File: config.mk
export PLATFORM = sky130hd
export DESIGN_NAME = ariscv_exe_flat
export DESIGN_NICKNAME = d
export VERILOG_FILES = /design/src/rtl/ariscv_exe_if.sv /design/src/rtl/ariscv_exe.sv /design/src/flat_wrapper.sv
export SDC_FILE = /design/constraint.sdc
export NUM_CORES = 1
export LEC_CHECK = 0
export BUFFER_PORTS_ARGS = -buffer_cell sky130_fd_sc_hd__buf_2
export CAP_MARGIN = 20
export CORE_MARGIN = 2
export CORE_UTILIZATION = 48
export DETAILED_ROUTE_END_ITERATION = 10
export PLACE_DENSITY = 0.79
export SLEW_MARGIN = 5
export SYNTH_ARGS = -nofsm -noshare
export SYNTH_HDL_FRONTEND = slang
export SYNTH_SLANG_ARGS = --single-unit
File: constraint.sdc
create_clock -name ex_aclk -period 5.4 [get_ports ex_aclk]
set_input_delay 0.81 -clock ex_aclk [delete_from_list [all_inputs] [get_ports ex_aclk]]
set_output_delay 0.81 -clock ex_aclk [all_outputs]
set_load 0.005 [all_outputs]
File: src/rtl/ariscv_exe_if.sv
// Decode-to-execute operand/control bundle plus the execute outputs
// (fetch redirect and memory-stage pipeline register).
interface ariscv_exe_if #(
    parameter int NBW_PC       = 32,
    parameter int NBW_REGISTER = 32,
    parameter int NBW_ADDR     = 5
);
    logic                    i_valid;
    logic [NBW_REGISTER-1:0] i_rd1;
    logic [NBW_REGISTER-1:0] i_rd2;
    logic [NBW_REGISTER-1:0] i_immExt;
    logic [NBW_ADDR-1:0]     i_wr_addr_reg;
    logic [NBW_PC-1:0]       i_pc_de;
    logic [NBW_PC-1:0]       i_pc_plus4_de;
    logic                    i_regWrite;
    logic [1:0]              i_resultSrc;
    logic                    i_memWrite;
    logic                    i_jump;
    logic                    i_branch;
    logic [2:0]              i_aluControl;
    logic                    i_aluSrc;

    logic                    o_pc_src;
    logic [NBW_PC-1:0]       o_pc_target;
    logic [NBW_REGISTER-1:0] o_alu_result;
    logic [NBW_REGISTER-1:0] o_wr_data;
    logic [NBW_ADDR-1:0]     o_wr_addr_reg;
    logic [NBW_PC-1:0]       o_pc_plus4_ex;
    logic                    o_regWrite;
    logic [1:0]              o_resultSrc;
    logic                    o_memWrite;
    logic                    o_valid;

    // Decode side: drives operands/control, observes execute results.
    modport master (
        output i_valid, i_rd1, i_rd2, i_immExt, i_wr_addr_reg, i_pc_de,
               i_pc_plus4_de, i_regWrite, i_resultSrc, i_memWrite, i_jump,
               i_branch, i_aluControl, i_aluSrc,
        input  o_pc_src, o_pc_target, o_alu_result, o_wr_data, o_wr_addr_reg,
               o_pc_plus4_ex, o_regWrite, o_resultSrc, o_memWrite, o_valid
    );

    // Execute stage side.
    modport slave (
        input  i_valid, i_rd1, i_rd2, i_immExt, i_wr_addr_reg, i_pc_de,
               i_pc_plus4_de, i_regWrite, i_resultSrc, i_memWrite, i_jump,
               i_branch, i_aluControl, i_aluSrc,
        output o_pc_src, o_pc_target, o_alu_result, o_wr_data, o_wr_addr_reg,
               o_pc_plus4_ex, o_regWrite, o_resultSrc, o_memWrite, o_valid
    );
endinterface

File: src/rtl/ariscv_exe.sv
// RV32I execute stage: ALU, branch/jump resolution with same-cycle fetch
// redirect, one-slot squash of the wrong-path decode instruction, and the
// execute-to-memory pipeline register.
module ariscv_exe #(
    parameter int NBW_PC       = 32,
    parameter int NBW_REGISTER = 32,
    parameter int NBW_ADDR     = 5
) (
    input  logic         ex_aclk,
    input  logic         rst_sync,
    ariscv_exe_if.slave  bus
);
    logic [NBW_REGISTER-1:0] src_a;
    logic [NBW_REGISTER-1:0] src_b;
    logic [NBW_REGISTER-1:0] alu_result;
    logic                    alu_zero;
    logic                    eff_valid;
    logic                    pc_src;
    logic [NBW_PC-1:0]       pc_target;
    logic [NBW_ADDR-1:0]     wr_addr;
    logic                    kill_ff;

    // Operand select and ALU.
    always_comb begin
        src_a      = bus.i_rd1;
        src_b      = bus.i_aluSrc ? bus.i_immExt : bus.i_rd2;
        alu_result = '0;
        case (bus.i_aluControl)
            3'b000:  alu_result = src_a + src_b;
            3'b001:  alu_result = src_a - src_b;
            3'b010:  alu_result = src_a & src_b;
            3'b011:  alu_result = src_a | src_b;
            3'b101:  alu_result = {{(NBW_REGISTER-1){1'b0}}, ($signed(src_a) < $signed(src_b))};
            default: alu_result = '0;
        endcase
        alu_zero = (alu_result == '0);
    end

    // Redirect decision; a squashed slot can never redirect, so kills never chain.
    always_comb begin
        eff_valid = bus.i_valid & ~kill_ff;
        pc_src    = eff_valid & (bus.i_jump | (bus.i_branch & alu_zero));
        pc_target = bus.i_pc_de + bus.i_immExt[NBW_PC-1:0];
        wr_addr   = bus.i_wr_addr_reg;
    end

    assign bus.o_pc_src    = pc_src;
    assign bus.o_pc_target = pc_target;

    // Squash flag and memory-stage pipeline register; reset overrides a pending kill.
    always_ff @(posedge ex_aclk) begin
        if (rst_sync) begin
            kill_ff           <= 1'b0;
            bus.o_alu_result  <= '0;
            bus.o_wr_data     <= '0;
            bus.o_wr_addr_reg <= '0;
            bus.o_pc_plus4_ex <= '0;
            bus.o_regWrite    <= 1'b0;
            bus.o_resultSrc   <= '0;
            bus.o_memWrite    <= 1'b0;
            bus.o_valid       <= 1'b0;
        end else begin
            kill_ff           <= pc_src;
            bus.o_alu_result  <= alu_result;
            bus.o_wr_data     <= bus.i_rd2;
            bus.o_wr_addr_reg <= wr_addr;
            bus.o_pc_plus4_ex <= bus.i_pc_plus4_de;
            bus.o_regWrite    <= bus.i_regWrite & eff_valid;
            bus.o_resultSrc   <= bus.i_resultSrc;
            bus.o_memWrite    <= bus.i_memWrite & eff_valid;
            bus.o_valid       <= eff_valid;
        end
    end
endmodule

File: src/flat_wrapper.sv
// flat-port wrapper written by rule: the top's interface ports become plain ports
module ariscv_exe_flat 
#(
    parameter int NBW_PC       = 32,
    parameter int NBW_REGISTER = 32,
    parameter int NBW_ADDR     = 5
)
  (ex_aclk, rst_sync, bus_i_valid, bus_i_rd1, bus_i_rd2, bus_i_immExt, bus_i_wr_addr_reg, bus_i_pc_de, bus_i_pc_plus4_de, bus_i_regWrite, bus_i_resultSrc, bus_i_memWrite, bus_i_jump, bus_i_branch, bus_i_aluControl, bus_i_aluSrc, bus_o_pc_src, bus_o_pc_target, bus_o_alu_result, bus_o_wr_data, bus_o_wr_addr_reg, bus_o_pc_plus4_ex, bus_o_regWrite, bus_o_resultSrc, bus_o_memWrite, bus_o_valid);
  ariscv_exe_if #(.NBW_PC(NBW_PC), .NBW_REGISTER(NBW_REGISTER), .NBW_ADDR(NBW_ADDR)) bus_i ();
  input  logic ex_aclk;
  input  logic rst_sync;
  input wire logic [$bits(bus_i.i_valid)-1:0] bus_i_valid;
  input wire logic [$bits(bus_i.i_rd1)-1:0] bus_i_rd1;
  input wire logic [$bits(bus_i.i_rd2)-1:0] bus_i_rd2;
  input wire logic [$bits(bus_i.i_immExt)-1:0] bus_i_immExt;
  input wire logic [$bits(bus_i.i_wr_addr_reg)-1:0] bus_i_wr_addr_reg;
  input wire logic [$bits(bus_i.i_pc_de)-1:0] bus_i_pc_de;
  input wire logic [$bits(bus_i.i_pc_plus4_de)-1:0] bus_i_pc_plus4_de;
  input wire logic [$bits(bus_i.i_regWrite)-1:0] bus_i_regWrite;
  input wire logic [$bits(bus_i.i_resultSrc)-1:0] bus_i_resultSrc;
  input wire logic [$bits(bus_i.i_memWrite)-1:0] bus_i_memWrite;
  input wire logic [$bits(bus_i.i_jump)-1:0] bus_i_jump;
  input wire logic [$bits(bus_i.i_branch)-1:0] bus_i_branch;
  input wire logic [$bits(bus_i.i_aluControl)-1:0] bus_i_aluControl;
  input wire logic [$bits(bus_i.i_aluSrc)-1:0] bus_i_aluSrc;
  output wire logic [$bits(bus_i.o_pc_src)-1:0] bus_o_pc_src;
  output wire logic [$bits(bus_i.o_pc_target)-1:0] bus_o_pc_target;
  output wire logic [$bits(bus_i.o_alu_result)-1:0] bus_o_alu_result;
  output wire logic [$bits(bus_i.o_wr_data)-1:0] bus_o_wr_data;
  output wire logic [$bits(bus_i.o_wr_addr_reg)-1:0] bus_o_wr_addr_reg;
  output wire logic [$bits(bus_i.o_pc_plus4_ex)-1:0] bus_o_pc_plus4_ex;
  output wire logic [$bits(bus_i.o_regWrite)-1:0] bus_o_regWrite;
  output wire logic [$bits(bus_i.o_resultSrc)-1:0] bus_o_resultSrc;
  output wire logic [$bits(bus_i.o_memWrite)-1:0] bus_o_memWrite;
  output wire logic [$bits(bus_i.o_valid)-1:0] bus_o_valid;
  assign bus_i.i_valid = bus_i_valid;
  assign bus_i.i_rd1 = bus_i_rd1;
  assign bus_i.i_rd2 = bus_i_rd2;
  assign bus_i.i_immExt = bus_i_immExt;
  assign bus_i.i_wr_addr_reg = bus_i_wr_addr_reg;
  assign bus_i.i_pc_de = bus_i_pc_de;
  assign bus_i.i_pc_plus4_de = bus_i_pc_plus4_de;
  assign bus_i.i_regWrite = bus_i_regWrite;
  assign bus_i.i_resultSrc = bus_i_resultSrc;
  assign bus_i.i_memWrite = bus_i_memWrite;
  assign bus_i.i_jump = bus_i_jump;
  assign bus_i.i_branch = bus_i_branch;
  assign bus_i.i_aluControl = bus_i_aluControl;
  assign bus_i.i_aluSrc = bus_i_aluSrc;
  assign bus_o_pc_src = bus_i.o_pc_src;
  assign bus_o_pc_target = bus_i.o_pc_target;
  assign bus_o_alu_result = bus_i.o_alu_result;
  assign bus_o_wr_data = bus_i.o_wr_data;
  assign bus_o_wr_addr_reg = bus_i.o_wr_addr_reg;
  assign bus_o_pc_plus4_ex = bus_i.o_pc_plus4_ex;
  assign bus_o_regWrite = bus_i.o_regWrite;
  assign bus_o_resultSrc = bus_i.o_resultSrc;
  assign bus_o_memWrite = bus_i.o_memWrite;
  assign bus_o_valid = bus_i.o_valid;
  ariscv_exe #(.NBW_PC(NBW_PC), .NBW_REGISTER(NBW_REGISTER), .NBW_ADDR(NBW_ADDR)) u_core (.ex_aclk(ex_aclk), .rst_sync(rst_sync), .bus(bus_i));
endmodule
# Yosys cells after proc, flatten, opt, wreduce, memory -nomap -nowiden
# Cells that the tools add are included.
[totals]
elab_cells = 30
regBits = 107
out_inout_bits = 139
[classes]
add_sub_neg = 3
mux = 2
bitwise = 9
reduce_logical = 2
order_cmp = 1
eq_ne = 4
[op_table]
columns = ["cell", "count"]
rows = [
  ["one-hot mux 32 bit (5 select lines)", 1],
  ["adder 32 bit", 2],
  ["AND 32 bit", 1],
  ["logical NOT 32 bit", 1],
  ["less-than comparator 32 bit", 1],
  ["two-way mux 32 bit", 1],
  ["OR 32 bit", 1],
  ["subtractor 32 bit", 1],
  ["== test 3 x 2 -> 1 bit (second input constant)", 2],
  ["AND 1 bit", 5],
  ["== test 3 x 1 -> 1 bit (second input constant)", 1],
  ["== test 3 bit (second input constant)", 1],
  ["logical NOT 3 bit", 1],
  ["NOT 1 bit", 1],
  ["OR 1 bit", 1],
]

# Logic depth before layout (Yosys ltp)
[depth]
ltp_word = 7
ltp_mapped = 16
depth_no_buf = 15

# Worst setup path after synthesis
# No wires, ideal clock.
[synth_path]
path_kind = "input port to output port"
from = "input port bus_i_aluSrc"
to = "output port bus_o_pc_src"
path_stages = 16
path_buffers = 2
arrival_ns = 4.576
slack_ns = 0.014
cell_sequence = "clkbuf_1 > buf_1 > mux2i_1 > inv_1 > fa_1 > a211oi_2 > o211ai_2 > a31oi_1 > o221ai_2 > a41oi_1 > mux2i_1 > xnor2_1 > a2111o_1 > nor4_2 > nand4_1 > o32ai_2"
[synth_between]
elab_chain_len = 7
elab_cells_between_ends = 11
classes_between = "add/sub: 2; order compare: 1; mux: 2; bitwise: 5; reduce/logical: 1"
[synth_lines]
columns = ["element", "line", "rtl"]
rows = [
  ["from (decl)", "flat_wrapper.sv:25", "input wire logic [$bits(bus_i.i_aluSrc)-1:0] bus_i_aluSrc;"],
  ["two-way mux 32 bit *", "ariscv_exe.sv:26", "src_b = bus.i_aluSrc ? bus.i_immExt : bus.i_rd2;"],
  ["subtractor 32 bit, or another cell as far along", "ariscv_exe.sv:30", "3'b001: alu_result = src_a - src_b;"],
  ["one-hot mux 32 bit (5 select lines) *", "ariscv_exe.sv:28", "case (bus.i_aluControl)"],
  ["logical NOT 32 bit *", "ariscv_exe.sv:36", "alu_zero = (alu_result == '0);"],
  ["AND 1 bit *", "ariscv_exe.sv:42", "pc_src = eff_valid & (bus.i_jump | (bus.i_branch & alu_zero));"],
  ["OR 1 bit *", "ariscv_exe.sv:42", ""],
  ["AND 1 bit *", "ariscv_exe.sv:42", ""],
  ["to (decl)", "flat_wrapper.sv:26", "output wire logic [$bits(bus_i.o_pc_src)-1:0] bus_o_pc_src;"],
]
# Mark *: on every way between the ends. The rest lies on a longest branch, timed or not.

# Worst setup path in the final report
# Ends and elaborated chain as after synthesis.

==> reports/metrics.yaml <==
global_route:
  grt_pass1_vias: 10800
  grt_use_total_pct: 30.3
  grt_pass1_wl_mm: 53.5
  antenna_found_initial: 1
  grt_start_max_net_pins: 106
  grt.overflow.total: 0
sta:
  fmax_mhz: 185
  rsz0062_at_grt: "true"
  fin_crit_ns: 5.41
  setup_violations: 1
  worst_pin_slew_ns: 1.02
  skew_ns: 0.00773
  slew_viol_final: 0
  finalWorstSetupSlack_ns: -0.0112
  hold_viol: 0
  slew_headroom_pct: 31.7
  post-route-period-util_pct: 100
pwr:
  max-vdd-ir-drop_mv: 0.151
  leakage_uw: 0.00694
  power.density_mw_per_mm2: 215
  power_uw: 3010
worst_setup_path:
  arrival_ns: 4.60
  r2r_start: "u_core.kill_ff"
  path_max_fanout: 3
  setup.worst_path.end_class: "primary output"
  r2r_setup_slack_ns: 4.08
  worstPathRequired_ns: 4.59
  worstSetupStartpointType: "primary input"
  reg2reg_depth: 3
  worstReg2RegEnd: "u_core.kill_ff"
  crit_type: "in2out"
floorplanning:
  core_area_mm2: 0.0203
  die_area_mm2: 0.0219
  die_w_um: 148
  start_util_pct: 49.0
  pin_count: 317
  rows: 52
  die_height_um: 148
clock_network:
  htreeDepth: 3
  clock-root-buffer: "clkbuf_16"
  cts.path.max_buffers: 2
  clkSlewWorstSetupHoldPaths_ns: 0.07
  cts_buffers: 9
  tritoncts: "built"
  numClockSinks: 107
  cts_hold_buf: 0
  clk_latency_ns: 0.36
final_layout:
  layout_common_cells: "buf_2 (314), buf_4 (175), ha_1 (131), dfxtp_1 (107), nor2_1 (103)"
  fin_util_pct: 68.9
  area_growth_pct: 40.6
  final_net_count: 2021
  fill_cells: 1715
  layout_commonest_cell: "buf_2"
  drive_above_1_share_pct: 36.7
  largestRegisters: "u_core.bus.o_alu_result: 32 flops, u_core.bus.o_pc_plus4_ex: 32 flops, u_core.bus.o_wr_data: 32 flops"
hold_path:
  holdPathStages: 2
  hold_start: "u_core.kill_ff"
  hold_end: "u_core.bus.o_valid"
  hold_class: "reg2reg"
detailed_routing:
  via_count: 11000
  drt_iter0_markers: 770
  via_per_inst: 5.57
  wl_per_cell_um: 17.7
  dr.pass1.iters: 7
  drc: 0
  ant_nets: 0
  routed_wl_mm: 34.9
place:
  io_buffer_count: 316
  hpwlAfterDp_mm: 27.0
  routabilityCongestion: 0.950
synthesis:
  synth_nets: 1563
  ys_seq_area_share_pct: 21.5
  postSynthCellCount: 1238
  synth_cell_types: 90
  yosys_warnings: 0
  synth_ff_type: "dfxtp_1"
  syn_area_per_cell_um2: 8.04
  synth_edf_count: 0
  syn-cell-area_mm2: 0.00995
  async_reset_ff_share_pct: 0
  synth_seq_cells: 107
run_status:
  violations: "setup timing"
  status: "finished, violations left"
job:
  cap_violations: 0
[logic make-up after synthesis]
| logic type | after synthesis | synth area share (%) |
|---|---|---|
| compound gates | 367 | 25.9 |
| xor+xnor | 52 | 4.58 |
| mux | 40 | 4.04 |
| flops | 107 | 21.5 |
| fa+ha+maj | 147 | 18.7 |
| simple gates | 366 | 19.1 |
| buf+inv | 159 | 6.21 |
[how the worst max path moves through the flow]
stage / start / to / slack (ns) / depth (start not counted)
floorplan: bus_i_aluSrc / bus_o_pc_src / 0.01 / 16
global placement: bus_i_aluSrc / bus_o_pc_src / -0.16 / 18
detailed placement: bus_i_aluSrc / bus_o_pc_src / -0.20 / 18
CTS: bus_i_aluSrc / bus_o_pc_src / 0.004 / 20
global route: bus_i_aluSrc / bus_o_pc_src / -0.19 / 19
finish: bus_i_aluSrc / bus_o_pc_src / -0.01 / 19
[synthesized netlist by cell type, types with 8 or more instances]
library cell	count	area share [%]
buf_2	8	0.40
o21bai_1	16	1.2
nor2b_1	94	5.9
ha_1	144	18
a31oi_1	16	1.0
clkbuf_1	35	1.3
dfxtp_1	107	22
xnor2_1	39	3.4
a211oi_1	24	1.8
nand3_1	18	0.91
and3_1	10	0.63
a21o_1	31	2.3
o21a_1	12	0.91
nor4_1	11	0.69
nand2b_1	12	0.75
o21ai_1	10	0.50
nand4_1	14	0.88
a21oi_1	97	4.9
mux2i_1	39	3.9
inv_1	104	3.9
or3_1	8	0.50
nor3_1	16	0.80
nor2_1	104	3.9
o211ai_1	16	1.2
o21ai_0	54	2.7
xor2_1	13	1.1
nand2_1	51	1.9
[per-stage QoR]
stage,setup slack [ns],hold WS [ns],cell area [um^2],TNS [ns],instances
6_report,-0.0112,0.645,14000,-0.0112,1972
5_1_grt,-0.192,0.650,14000,-0.192,1972
4_1_cts,0.00371,0.645,13800,0,1965
3_5_place_dp,-0.196,0.645,12900,-0.196,1930
3_3_place_gp,-0.164,0.623,12900,-0.164,1930
2_1_floorplan,0.0139,0.556,9950,0,1238
[per-layer routing]
| layer | vias up | wire, um | track usage, % |
|---|---|---|---|
| li1 | 5292 | - | - |
| met1 | 5144 | 14400 | 37.1 |
| met2 | 470 | 16900 | 53.0 |
| met3 | 71 | 2300 | 4.78 |
| met4 | 0 | 1310 | 12.6 |
| met5 | - | 0 | 0 |
[worst max-delay path: stages]
cell      delay [ns]
buf_12          0.09
mux2i_4         0.25
inv_2           0.08
ha_2            0.20
fa_2            0.39
a211oi_4        0.30
buf_4           0.15
buf_4           0.10
nor3_1          0.04
a21oi_1         0.16
xnor2_1         0.08
a21oi_1         0.21
nor4bb_2        0.30
and3_4          0.24
nand4_1         0.18
nor4_4          0.32
nand4_1         0.21
o32ai_2         0.30
buf_2           0.18
[final cells by class]
cell class	count	area (um^2)	share of cell area [%]
Sequential cell	107	2140	15.3
Multi-Input combinational cell	972	7730	55.3
Tap cell	270	338	2.41
Clock buffer	10	239	1.71
Timing Repair Buffer	499	3070	22.0
Clock inverter	6	60.1	0.429
Inverter	107	402	2.87
Antenna cell	1	2.50	0.0179
[report_power, final]
part / switching (uW) / internal (uW)
clock: 343 / 341
sequential: 12.0 / 838
combinational: 778 / 698
[what timing repair did]
item,CTS,global route
endpoints found under the setup margin,1,1
setup buffers,18,6
cloned,1,0
resized for setup,73,32
pin swaps,37,19
(Power assumes the default switching activity.)
